[src/rtl/instruction_fetch.sv]
// Wishbone classic instruction prefetcher: sequential word fetch into a small FIFO,
// with branch redirect (flush plus stale-response drain) and fault-tagged bus errors.
module instruction_fetch #(
  parameter logic [31:0] RESET_PC = 32'h0000_0000,
  parameter int unsigned DEPTH    = 4
) (
  input  logic        clk_i,
  input  logic        rst_i,
  input  logic        redirect_i,
  input  logic [31:0] redirect_pc_i,
  output logic        instr_valid_o,
  input  logic        instr_ready_i,
  output logic [31:0] instr_o,
  output logic [31:0] instr_pc_o,
  output logic        instr_fault_o,
  output logic        cyc_o,
  output logic        stb_o,
  output logic [31:0] adr_o,
  output logic [3:0]  sel_o,
  output logic        we_o,
  output logic [31:0] dat_o,
  input  logic [31:0] dat_i,
  input  logic        ack_i,
  input  logic        err_i,
  input  logic        rty_i
);

  localparam int unsigned PW = $clog2(DEPTH);
  localparam int unsigned CW = PW + 1;
  localparam logic [CW-1:0] DEPTH_C = CW'(DEPTH);

  typedef enum logic [1:0] {
    S_FETCH,
    S_WAIT,
    S_DRAIN,
    S_HALT
  } state_t;

  state_t          r_state;
  logic            r_cyc;
  logic [31:0]     r_adr;
  logic [31:0]     r_pc;
  logic [CW-1:0]   r_count;
  logic [PW-1:0]   r_wr_ptr;
  logic [PW-1:0]   r_rd_ptr;
  logic [31:0]     r_mem_data  [DEPTH];
  logic [31:0]     r_mem_pc    [DEPTH];
  logic            r_mem_fault [DEPTH];

  state_t          w_state_n;
  logic            w_cyc_n;
  logic [31:0]     w_adr_n;
  logic [31:0]     w_pc_n;
  logic            w_push;
  logic            w_push_fault;
  logic            w_flush;
  logic            w_pop;
  logic            w_err;
  logic            w_ack;
  logic            w_rty;
  logic            w_term;
  logic [CW-1:0]   w_cnt_ack;
  logic [31:0]     w_redir_pc;
  logic            w_unused;

  assign w_unused   = ^redirect_pc_i[1:0];
  assign w_redir_pc = {redirect_pc_i[31:2], 2'b00};

  // Terminations only count while a cycle is open; err beats ack beats rty.
  assign w_err  = r_cyc & err_i;
  assign w_ack  = r_cyc & ack_i & ~err_i;
  assign w_rty  = r_cyc & rty_i & ~err_i & ~ack_i;
  assign w_term = r_cyc & (ack_i | err_i | rty_i);

  assign w_pop     = (r_count != '0) & instr_ready_i & ~redirect_i;
  assign w_cnt_ack = r_count + CW'(1) - CW'(w_pop);

  always_comb begin
    w_state_n    = r_state;
    w_cyc_n      = r_cyc;
    w_adr_n      = r_adr;
    w_pc_n       = r_pc;
    w_push       = 1'b0;
    w_push_fault = 1'b0;
    w_flush      = 1'b0;

    unique case (r_state)
      S_FETCH: begin
        if (r_cyc) begin
          if (w_err) begin
            w_push       = 1'b1;
            w_push_fault = 1'b1;
            w_cyc_n      = 1'b0;
            w_state_n    = S_HALT;
          end else if (w_ack) begin
            w_push = 1'b1;
            w_pc_n = r_pc + 32'd4;
            if (w_cnt_ack < DEPTH_C) begin
              w_adr_n = r_pc + 32'd4;
            end else begin
              w_cyc_n   = 1'b0;
              w_state_n = S_WAIT;
            end
          end else if (w_rty) begin
            w_cyc_n = 1'b0;
          end
        end else if (r_count < DEPTH_C) begin
          w_cyc_n = 1'b1;
          w_adr_n = r_pc;
        end
      end
      S_WAIT: begin
        if (r_count < DEPTH_C) begin
          w_cyc_n   = 1'b1;
          w_adr_n   = r_pc;
          w_state_n = S_FETCH;
        end
      end
      S_DRAIN: begin
        if (w_term) begin
          w_cyc_n   = 1'b0;
          w_state_n = S_FETCH;
        end
      end
      default: ;
    endcase

    // Redirect overrides the per-state result; an open, unterminated cycle must
    // run to completion in DRAIN so its response is not mistaken for new data.
    if (redirect_i) begin
      w_flush      = 1'b1;
      w_push       = 1'b0;
      w_push_fault = 1'b0;
      w_pc_n       = w_redir_pc;
      if (r_state != S_DRAIN) begin
        if (r_cyc && !w_term) begin
          w_state_n = S_DRAIN;
          w_cyc_n   = 1'b1;
          w_adr_n   = r_adr;
        end else begin
          w_state_n = S_FETCH;
          w_cyc_n   = 1'b1;
          w_adr_n   = w_redir_pc;
        end
      end
    end
  end

  always_ff @(posedge clk_i) begin
    if (rst_i) begin
      r_state  <= S_FETCH;
      r_cyc    <= 1'b0;
      r_adr    <= RESET_PC;
      r_pc     <= RESET_PC;
      r_count  <= '0;
      r_wr_ptr <= '0;
      r_rd_ptr <= '0;
    end else begin
      r_state <= w_state_n;
      r_cyc   <= w_cyc_n;
      r_adr   <= w_adr_n;
      r_pc    <= w_pc_n;
      if (w_flush) begin
        r_count  <= '0;
        r_wr_ptr <= '0;
        r_rd_ptr <= '0;
      end else begin
        if (w_push) r_wr_ptr <= r_wr_ptr + PW'(1);
        if (w_pop)  r_rd_ptr <= r_rd_ptr + PW'(1);
        r_count <= r_count + CW'(w_push) - CW'(w_pop);
      end
    end
  end

  always_ff @(posedge clk_i) begin
    if (w_push) begin
      r_mem_data[r_wr_ptr]  <= w_push_fault ? '0 : dat_i;
      r_mem_pc[r_wr_ptr]    <= r_adr;
      r_mem_fault[r_wr_ptr] <= w_push_fault;
    end
  end

  assign instr_valid_o = (r_count != '0);
  assign instr_o       = instr_valid_o ? r_mem_data[r_rd_ptr]  : '0;
  assign instr_pc_o    = instr_valid_o ? r_mem_pc[r_rd_ptr]    : '0;
  assign instr_fault_o = instr_valid_o ? r_mem_fault[r_rd_ptr] : 1'b0;

  assign cyc_o = r_cyc;
  assign stb_o = r_cyc;
  assign adr_o = r_adr;
  assign sel_o = 4'b1111;
  assign we_o  = 1'b0;
  assign dat_o = '0;

endmodule
[config.mk]
export PLATFORM = sky130hd
export DESIGN_NAME = instruction_fetch
export DESIGN_NICKNAME = d
export VERILOG_FILES = /design/src/rtl/instruction_fetch.sv
export SDC_FILE = /design/constraint.sdc
export NUM_CORES = 1
export LEC_CHECK = 0
export ABC_AREA = 0
export BUFFER_PORTS_ARGS = -buffer_cell sky130_fd_sc_hd__buf_2
export CAP_MARGIN = 20
export CORE_MARGIN = 4
export CORE_UTILIZATION = 57
export CTS_BUF_LIST = sky130_fd_sc_hd__clkbuf_4
export DETAILED_ROUTE_END_ITERATION = 12
export PLACE_DENSITY = 0.78
export SLEW_MARGIN = 30
export SYNTH_ARGS = -nofsm -noshare
export SYNTH_HDL_FRONTEND = slang
export SYNTH_SLANG_ARGS = --single-unit
[constraint.sdc]
create_clock -name clk_i -period 6.1 [get_ports clk_i]
set_input_delay 0.61 -clock clk_i [delete_from_list [all_inputs] [get_ports clk_i]]
set_output_delay 0.61 -clock clk_i [all_outputs]
set_load 0.01 [all_outputs]
* After elaboration in Yosys (flattened, before gate mapping)
Memories as Yosys holds them, arrays and structs flattened. A register that Yosys moved wholly into a read port is not among the register bits.
Cells that the tools add are included.
** Word-level totals
- Register bits :: 74
- Memory bits (writable) :: 260
- Input bits :: 71
- Word-level logic and storage cells :: 108
- Memories :: 3
** Operators by class
- $add $sub $neg :: 7
- Order comparisons :: 2
- Equal/unequal tests :: 5
- Muxes and demuxes :: 57
- Bitwise gates (word level) :: 15
- Reductions and logical operators :: 11
** Memories
- r_mem_data :: depth 4, width 32, read ports 1, clocked after memory_dff 1, wr ports 1, line 46 : logic [31:0] r_mem_data [DEPTH];
- r_mem_pc :: depth 4, width 32, read ports 1, clocked after memory_dff 1, wr ports 1, line 47 : logic [31:0] r_mem_pc [DEPTH];
- r_mem_fault :: depth 4, width 1, read ports 1, clocked after memory_dff 1, wr ports 1, line 48 : logic r_mem_fault [DEPTH];
** Operators by type and width (count)
- $mux W32 :: 16
- $pmux W32 S2 :: 1
- $add A32 B3 Y32 const B :: 1
- $mux W2 :: 15
- $mux W1 :: 23
- $and A1 B1 Y1 :: 9
- $reduce_and A4 Y1 :: 2
- $lt A3 B3 Y1 const B :: 2
- $pmux W2 S3 :: 1
- $reduce_bool A2 Y1 :: 3
- $sub A3 B1 Y3 :: 2
- $add A2 B1 Y2 const B :: 2
- $ne A2 B2 Y1 const B :: 2
- $not A1 Y1 :: 4
- $reduce_or A2 Y1 :: 2
- $add A3 B1 Y3 :: 1
- $add A3 B1 Y3 const B :: 1
- $ne A3 B3 Y1 const B :: 1
- $pmux W1 S3 :: 1
- $reduce_bool A3 Y1 :: 1
- $eq A2 B1 Y1 const B :: 1
- $eq A2 B2 Y1 const B :: 1
- $logic_not A2 Y1 :: 1
- $or A1 B1 Y1 :: 2
- other kinds (2) :: 2

* Logic depth before layout (Yosys ltp)
Gate-level depths: netlist of the first run.
- Word-level depth :: 12
- Gate-level depth with buffers :: 12
- Depth with buffers taken out :: 11

* Worst setup path after synthesis of the first run
OpenSTA, ideal clock, no wires.
- Path kind :: input-to-reg
- Start point :: input redirect_i
- End point :: memory r_mem_data[0][0] (enable)
- Arrival time :: 2907 ps
- Data required time :: 5670 ps
- Path slack :: 2763 ps
- Cell stages on the path :: 4
- Buffers on the path :: 2
- Cells stage by stage :: buf_2 -> buf_1 -> nor3_2 -> and2_1
** Between the ends
- Word-level cells in the longest chain between the ends :: 3
** RTL lines
- start: declaration :: line 9 : input logic redirect_i,
- $mux W1 :: line 130 : if (redirect_i) begin
- $mux W1 :: line 176 : if (w_push) begin
- $mux W1 :: line 177 : r_mem_data[r_wr_ptr] <= w_push_fault ? '0 : dat_i;
- end: declaration :: line 46
Every way passes these cells.

==> results of run 1 <==
==> worst max-delay path, stage by stage, from the launching register on <==
cell	delay, ns
sky130_fd_sc_hd__dfxtp_4	0.86
sky130_fd_sc_hd__buf_4	0.60
sky130_fd_sc_hd__mux4_2	0.57
sky130_fd_sc_hd__and2_1	0.19
sky130_fd_sc_hd__buf_2	0.15
==> worst max path at each step <==
stage          slack [ns]  cells after the start          endpoint
2_1_floorplan        2.76                      4  r_mem_data[0][0]
3_3_place_gp         2.72                      7         adr_o[30]
3_5_place_dp         2.67                      7         adr_o[30]
4_1_cts              2.24                      4     instr_pc_o[5]
5_1_grt              2.11                      4     instr_pc_o[5]
6_report             2.39                      4     instr_pc_o[5]
==> registers in the layout, indices dropped and copies added, names as in the netlist, named ones only <==
signal       cells
adr_o           32
cyc_o            1
r_count          3
r_mem_data     128
r_mem_fault      4
r_mem_pc       128
r_pc            30
r_rd_ptr         2
r_state          2
r_wr_ptr         2
==> report_power, final <==
| group | internal, mW | switching [mW] |
|---|---|---|
| clock network | 0.995 | 0.887 |
| registers | 2.54 | 0.102 |
| logic | 0.194 | 0.281 |
==> kinds of logic (layout without fill, tap and decap cells) <==
logic type               Yosys count  after routing  share of synthesized area
XOR/XNOR                          50             50                     0.0276
multiplexers                     101            101                      0.114
other                              2             45                   0.000465
AO/OA/AOI/OAI                    259            259                      0.103
AND/OR/NAND/NOR                  357            357                      0.123
buffers and inverters            156            356                     0.0503
flip-flops                       334            334                      0.575
adder cells (fa/ha/maj)            8              8                    0.00666
==> synthesized netlist by cell type, types with 11 or more instances <==
master,count
sky130_fd_sc_hd__xnor2_1,29
sky130_fd_sc_hd__nand2_1,71
sky130_fd_sc_hd__a22oi_1,14
sky130_fd_sc_hd__inv_1,13
sky130_fd_sc_hd__a31oi_1,12
sky130_fd_sc_hd__a211oi_1,15
sky130_fd_sc_hd__mux2i_1,25
sky130_fd_sc_hd__buf_2,28
sky130_fd_sc_hd__buf_4,47
sky130_fd_sc_hd__or3_1,12
sky130_fd_sc_hd__a21oi_1,86
sky130_fd_sc_hd__o22ai_1,14
sky130_fd_sc_hd__o221ai_1,14
sky130_fd_sc_hd__o21ai_1,16
sky130_fd_sc_hd__dfxtp_1,74
sky130_fd_sc_hd__clkbuf_1,55
sky130_fd_sc_hd__mux2_2,11
sky130_fd_sc_hd__nand4_1,16
sky130_fd_sc_hd__edfxtp_1,260
sky130_fd_sc_hd__nor3_1,20
sky130_fd_sc_hd__o21ai_0,35
sky130_fd_sc_hd__and2_1,109
sky130_fd_sc_hd__xor2_1,20
sky130_fd_sc_hd__nor2_1,63
sky130_fd_sc_hd__mux4_2,65
==> layout make-up <==
class / count / share of cell area
diodes: 8 / 0.00110
clock buffers: 126 / 0.0518
clock inverters: 25 / 0.00823
inverters: 15 / 0.00309
multi-input cells: 812 / 0.340
flip-flops and latches: 334 / 0.509
well taps: 378 / 0.0259
repair buffers: 190 / 0.0601
==> per-layer routing <==
metal  vias to the layer above  wire [um]  GRT usage
met3                        72       3520     0.0542
met1                      5469      15400      0.326
met5                         -          0          0
li1                       5122          -          -
met2                       531      19100      0.404
met4                         0        880     0.0965
==> stage by stage <==
stage	setup WS (ns)	area (sq um)
finish	2.39	18200
global route	2.11	18200
CTS	2.24	18200
detailed placement	2.67	17100
global placement	2.72	17000
floorplan	2.76	16300
==> flow_summary_export.csv, run 1 <==
group,metric,value,unit
clock_tree,cts_tree,"yes",
pwr,power.leakage,6.59,nW
timing,worst_clock_skew,0.0446,ns
final_layout,nNetsFinal,1517,
timing,hold_violations,0,
clock_tree,cts.sinks,334,
final_layout,final_layout_size_suffix_gt1_frac,0.299,
die,horiz_die_dim,176,um
synth,synth-edff-count,260,
clock_tree,clkTransAtPathRegs,0.06,ns
critical_path,start_kind,"flop",
clock_tree,cts_max_path_buffers,3,
timing,max_slew.worst_pin.slew,0.957,ns
critical_path,critical_path_fanouts_max,39,
die,std_cell_rows,61,
synth,synth_ff_type,"sky130_fd_sc_hd__edfxtp_1",
pwr,power.ir.vdd_worst,0.137,mV
synth,avgSynthCellArea,12.7,sq um
drt,route.detailed.drc,0,
die,die_y,176,um
min_path,min_delay_path_depth,3,
placed_design,place_hpwl,23.4,mm
grt,initial_antenna_violation_count,7,
critical_path,required_time_of_the_critical_path,5.49,ns
clock_tree,cts_max_level,3,
timing,hold-worst-slack,0.144,ns
grt,grt_start_max_net_pins,74,
timing,slew_viol_final,0,
grt,first_global_vias,11100,
grt,grt_usage,0.247,
synth,synth.yosys.seq_area_share,0.575,
final_layout,area_occupied_by_multi_input_gates,0.00621,sq mm
min_path,hold_path.class,"input port to flop",
clock_tree,postCtsSetupRepairBufs,0,
timing,fin_crit_sh,0.609,
grt,grt_first_pass_wirelength,60.2,mm
run,cap_viol_max_count,0,
synth,synthTopCellsByArea,"sky130_fd_sc_hd__edfxtp_1 48%, sky130_fd_sc_hd__dfxtp_1 9.2%, sky130_fd_sc_hd__mux4_2 9.1%",
clock_tree,number_of_buffers_created_by_cts,85,
timing,rsz0062_at_grt,"false",
final_layout,fillerInstances,2015,
critical_path,critPathKind,"flop to primary output",
synth,synth.lib_cells_used.distinct,76,
pwr,powerDensity,274,mW/mm^2
final_layout,syn2layout_area_growth,13.0,%
clock_tree,clockRootBuffer,"sky130_fd_sc_hd__clkbuf_4",
die,design.die.area,0.0311,sq mm
final_layout,post-route-util,0.655,
placed_design,place.port_buffers,168,
drt,antenna_violating_nets_post_route,0,
placed_design,dpl.cell_count,1727,
pwr,report.power.total,5.00,mW
synth,synth_area_leader_cell,"sky130_fd_sc_hd__edfxtp_1",
synth,netlist.area_leader.share,0.484,
drt,dr_total_vias,11200,
clock_tree,post_cts_resize_count,0,
die,start_util,0.580,
final_layout,ff_latch_area,0.00930,sq mm
critical_path,critPathArrivalTime,3.10,ns
critical_path,r2r-start,"r_state[1]",
timing,setup-violations-final,0,
synth,synth.ff_latch_count,334,
clock_tree,post_cts_hold_buffer_count,0,
min_path,whs_endpoint,"r_pc[2]",
die,floorplan.core_area,0.0279,sq mm
synth,postSynthCellCount,1267,
critical_path,reg2reg_to,"r_count[2]",
die,boundaryPins,208,
final_layout,layout_commonest_cell,"sky130_fd_sc_hd__edfxtp_1",
timing,setup-tns-final,0,ns
placed_design,globalplace.congestion,0.864,
final_layout,instances_no_fill,1888,
synth,ys.warnings.count,0,
drt,drt_iter0_markers,1024,
drt,wl_per_cell,20.6,um
critical_path,worst-r2r-setup-slack,2.94,ns
min_path,hold_start,"redirect_pc_i[2]",
clock_tree,clk_latency_worst_skew_pair,0.72,ns
timing,max_clock_freq,0.269,GHz
synth,ys_async_sr_fraction,0,
final_layout,commonest_cells_after_routing_fill_and_taps_aside,"260 x sky130_fd_sc_hd__edfxtp_1, 168 x sky130_fd_sc_hd__buf_2, 126 x sky130_fd_sc_hd__clkbuf_4",
timing,final_period_minus_worst_setup_slack,3.71,ns
run_status,result_of_the_run,"finished, final reports clean",
critical_path,worst_setup_path_end_kind,"primary output",
timing,max-slew-margin-rel,0.362,
critical_path,worst_r2r_path_depth,11,
drt,drt_wl_total,38.9,mm
grt,gr-total-overflow,0,
drt,via_per_inst,5.93,
synth,syn_area,0.0161,sq mm
drt,detail_route.first_pass.iterations,6,
No activity file was read; power rests on OpenSTA's default activity.
==> run 2, diff against run 1 <==
--- a/config.mk
+++ b/config.mk
@@ -5,7 +5,7 @@
 export SDC_FILE = /design/constraint.sdc
 export NUM_CORES = 1
 export LEC_CHECK = 0
-export ABC_AREA = 0
+export ABC_AREA = 1
 export BUFFER_PORTS_ARGS = -buffer_cell sky130_fd_sc_hd__buf_2
 export CAP_MARGIN = 20
 export CORE_MARGIN = 4
==> constraint.sdc (replaced) <==
create_clock -name clk_i -period 3.85 [get_ports clk_i]
set_input_delay 0.385 -clock clk_i [delete_from_list [all_inputs] [get_ports clk_i]]
set_output_delay 0.385 -clock clk_i [all_outputs]
set_load 0.01 [all_outputs]
==> run 2 against run 1 <==
  * Final area is 2.8% higher
  * First-iteration DRC count rose by 37%
  * Synthesized cell count grew 48%
  * Combinational power increased by 73%
  * Highest routed layer unchanged
==> flow_summary_export.csv, run 2 <==
group,metric,value,unit
final_layout,final_layout_size_suffix_gt1_frac,0.168,
timing,setup-violations-final,0,
synth,postSynthCellCount,1879,
drt,route.detailed.drc,0,
timing,max_clock_freq,0.287,GHz
final_layout,commonest_cells_after_routing_fill_and_taps_aside,"387 x sky130_fd_sc_hd__nor2_1, 366 x sky130_fd_sc_hd__nand2_1, 260 x sky130_fd_sc_hd__edfxtp_1",
synth,netlist.area_leader.share,0.482,
critical_path,worst_setup_path_end_kind,"primary output",
clock_tree,clockRootBuffer,"sky130_fd_sc_hd__clkbuf_4",
grt,first_global_vias,13300,
min_path,hold_start,"dat_i[20]",
clock_tree,postCtsSetupRepairBufs,0,
timing,hold_violations,0,
final_layout,final_cell_area,0.0188,sq mm
timing,worst_clock_skew,0.0396,ns
final_layout,fillerInstances,2224,
synth,synth-edff-count,260,
grt,grt_start_max_net_pins,87,
grt,initial_antenna_violation_count,1,
die,horiz_die_dim,177,um
clock_tree,number_of_buffers_created_by_cts,83,
placed_design,place.port_buffers,168,
clock_tree,clk_latency_worst_skew_pair,0.72,ns
clock_tree,cts_max_path_buffers,3,
timing,hold-worst-slack,0.0377,ns
timing,fin_crit_sh,0.904,
die,floorplan.core_area,0.0279,sq mm
critical_path,start_kind,"flop",
drt,detail_route.first_pass.iterations,8,
final_layout,area_occupied_by_multi_input_gates,0.00579,sq mm
die,boundaryPins,208,
critical_path,reg2reg_to,"adr_o[0]",
drt,dr_total_vias,14000,
synth,ys_async_sr_fraction,0,
critical_path,r2r-start,"r_state[1]",
run_status,result_of_the_run,"finished, final reports clean",
die,start_util,0.580,
die,std_cell_rows,61,
min_path,whs_endpoint,"r_mem_data[1][20]",
placed_design,place_hpwl,27.0,mm
clock_tree,cts_tree,"yes",
drt,wl_per_cell,17.5,um
clock_tree,cts.sinks,334,
critical_path,critPathKind,"flop to primary output",
clock_tree,cts_max_level,3,
critical_path,required_time_of_the_critical_path,3.46,ns
synth,synth.ff_latch_count,334,
critical_path,critPathArrivalTime,3.10,ns
min_path,min_delay_path_depth,3,
run,cap_viol_max_count,0,
synth,synthTopCellsByArea,"sky130_fd_sc_hd__edfxtp_1 48%, sky130_fd_sc_hd__dfxtp_1 9.1%, sky130_fd_sc_hd__nor2_1 9.1%",
drt,antenna_violating_nets_post_route,0,
synth,synth.yosys.seq_area_share,0.573,
critical_path,critical_path_fanouts_max,72,
final_layout,syn2layout_area_growth,15.8,%
pwr,power.ir.vdd_worst,0.240,mV
placed_design,total_cell_area_at_the_placement_stage,0.0173,sq mm
timing,max_slew.worst_pin.slew,0.881,ns
synth,synth.lib_cells_used.distinct,40,
pwr,power.leakage,7.74,nW
synth,cell_with_the_most_instances_after_synthesis,"sky130_fd_sc_hd__nor2_1",
synth,syn_area,0.0162,sq mm
critical_path,worst_r2r_path_depth,9,
synth,synth_area_leader_cell,"sky130_fd_sc_hd__edfxtp_1",
pwr,powerDensity,427,mW/mm^2
final_layout,ff_latch_area,0.00929,sq mm
clock_tree,clkTransAtPathRegs,0.06,ns
die,design.die.area,0.0312,sq mm
timing,final_period_minus_worst_setup_slack,3.48,ns
synth,synth_ff_type,"sky130_fd_sc_hd__edfxtp_1",
drt,via_per_inst,5.51,
synth,netlist_top_cells_count,"391 x sky130_fd_sc_hd__nor2_1, 366 x sky130_fd_sc_hd__nand2_1, 260 x sky130_fd_sc_hd__edfxtp_1",
final_layout,layout_commonest_cell,"sky130_fd_sc_hd__nor2_1",
timing,final_critical_path_setup_slack,0.369,ns
placed_design,pre_cts_slack,1.06,ns
grt,gr-total-overflow,0,
synth,ys.warnings.count,0,
synth,avgSynthCellArea,8.62,sq um
grt,grt_usage,0.277,
pwr,report.power.total,8.01,mW
grt,grt_first_pass_wirelength,68.8,mm
drt,drt_iter0_markers,1400,
clock_tree,post_cts_resize_count,0,
die,die_y,177,um
timing,slew_viol_final,0,
clock_tree,post_cts_hold_buffer_count,37,
placed_design,globalplace.congestion,0.960,
final_layout,nNetsFinal,2175,
critical_path,worst-r2r-setup-slack,0.94,ns
min_path,hold_path.class,"input port to flop",
drt,drt_wl_total,44.4,mm
timing,max-slew-margin-rel,0.412,
timing,rsz0062_at_grt,"false",
run 2: changes by cell type in the layout (fill, tap and decap cells not counted), sizes merged, moves of 38 or more:
| cell | before | now |
|---|---|---|
| o21ai | 51 | 205 |
| inv | 18 | 158 |
| mux4 | 65 | 0 |
| and2 | 109 | 2 |
| nand3 | 15 | 59 |
| dlygate4sd3 | 0 | 38 |
| nor2 | 67 | 399 |
| nand2 | 72 | 367 |
run 2: worst max-delay path by stage:
stage,end
after global routing,instr_pc_o[25]
after detailed placement,adr_o[0]
final,instr_pc_o[25]
after global placement,adr_o[0]
after floorplan,r_mem_data[0][0]
after CTS,instr_pc_o[25]
run 2: power by group:
| group | total [mW] | internal [mW] | leakage, nW | switching (mW) |
|---|---|---|---|---|
| sequential | 4.14 | 4.01 | 2.99 | 0.127 |
| combinational | 0.822 | 0.281 | 4.10 | 0.541 |
| clock | 3.05 | 1.61 | 0.649 | 1.44 |
| total | 8.01 | 5.90 | 7.74 | 2.11 |
run 2: routing by layer:
layer	global-route usage	wire length, um	vias to the layer above
met1	0.360	17100	6404
met4	0.110	1280	0
met2	0.450	21100	818
met3	0.0679	4970	113
met5	0	0	-
li1	-	-	6660
run 2: cells by family after synthesis:
kind of cell / count (synthesis) / share of synthesized area
flip-flops: 334 / 0.573
XOR/XNOR: 12 / 0.00649
adder cells (fa/ha/maj): 8 / 0.00664
buffers and inverters: 294 / 0.0792
multiplexers: 1 / 0.000618
AND/OR/NAND/NOR: 842 / 0.205
other: 2 / 0.000464
AO/OA/AOI/OAI: 386 / 0.128
run 2: final cells by class:
cell class                      instances  area share
Tap cell                              378      0.0252
Sequential cell                       334       0.495
Timing Repair Buffer                  233      0.0792
Clock buffer                          114      0.0456
Multi-Input combinational cell       1286       0.309
Antenna cell                            1    0.000133
Inverter                              158      0.0317
Clock inverter                         38      0.0139
run 2: through the flow:
step | TNS, ns | std cells | util
5_1_grt | 0 | 2542 | 0.672
3_5_place_dp | 0 | 2351 | 0.618
3_3_place_gp | 0 | 2351 | 0.618
4_1_cts | 0 | 2540 | 0.671
2_1_floorplan | -130.90 | 1914 | -
6_report | 0 | 2542 | 0.672
run 2: critical path, stage by stage, from the launching register on:
cell and delay, ns:
sky130_fd_sc_hd__dfxtp_4 0.35, sky130_fd_sc_hd__buf_4 0.50, sky130_fd_sc_hd__buf_4 0.75, sky130_fd_sc_hd__nor2_1 0.14
sky130_fd_sc_hd__nor2_1 0.14, sky130_fd_sc_hd__o21ai_0 0.10, sky130_fd_sc_hd__a21oi_1 0.23, sky130_fd_sc_hd__buf_2 0.18
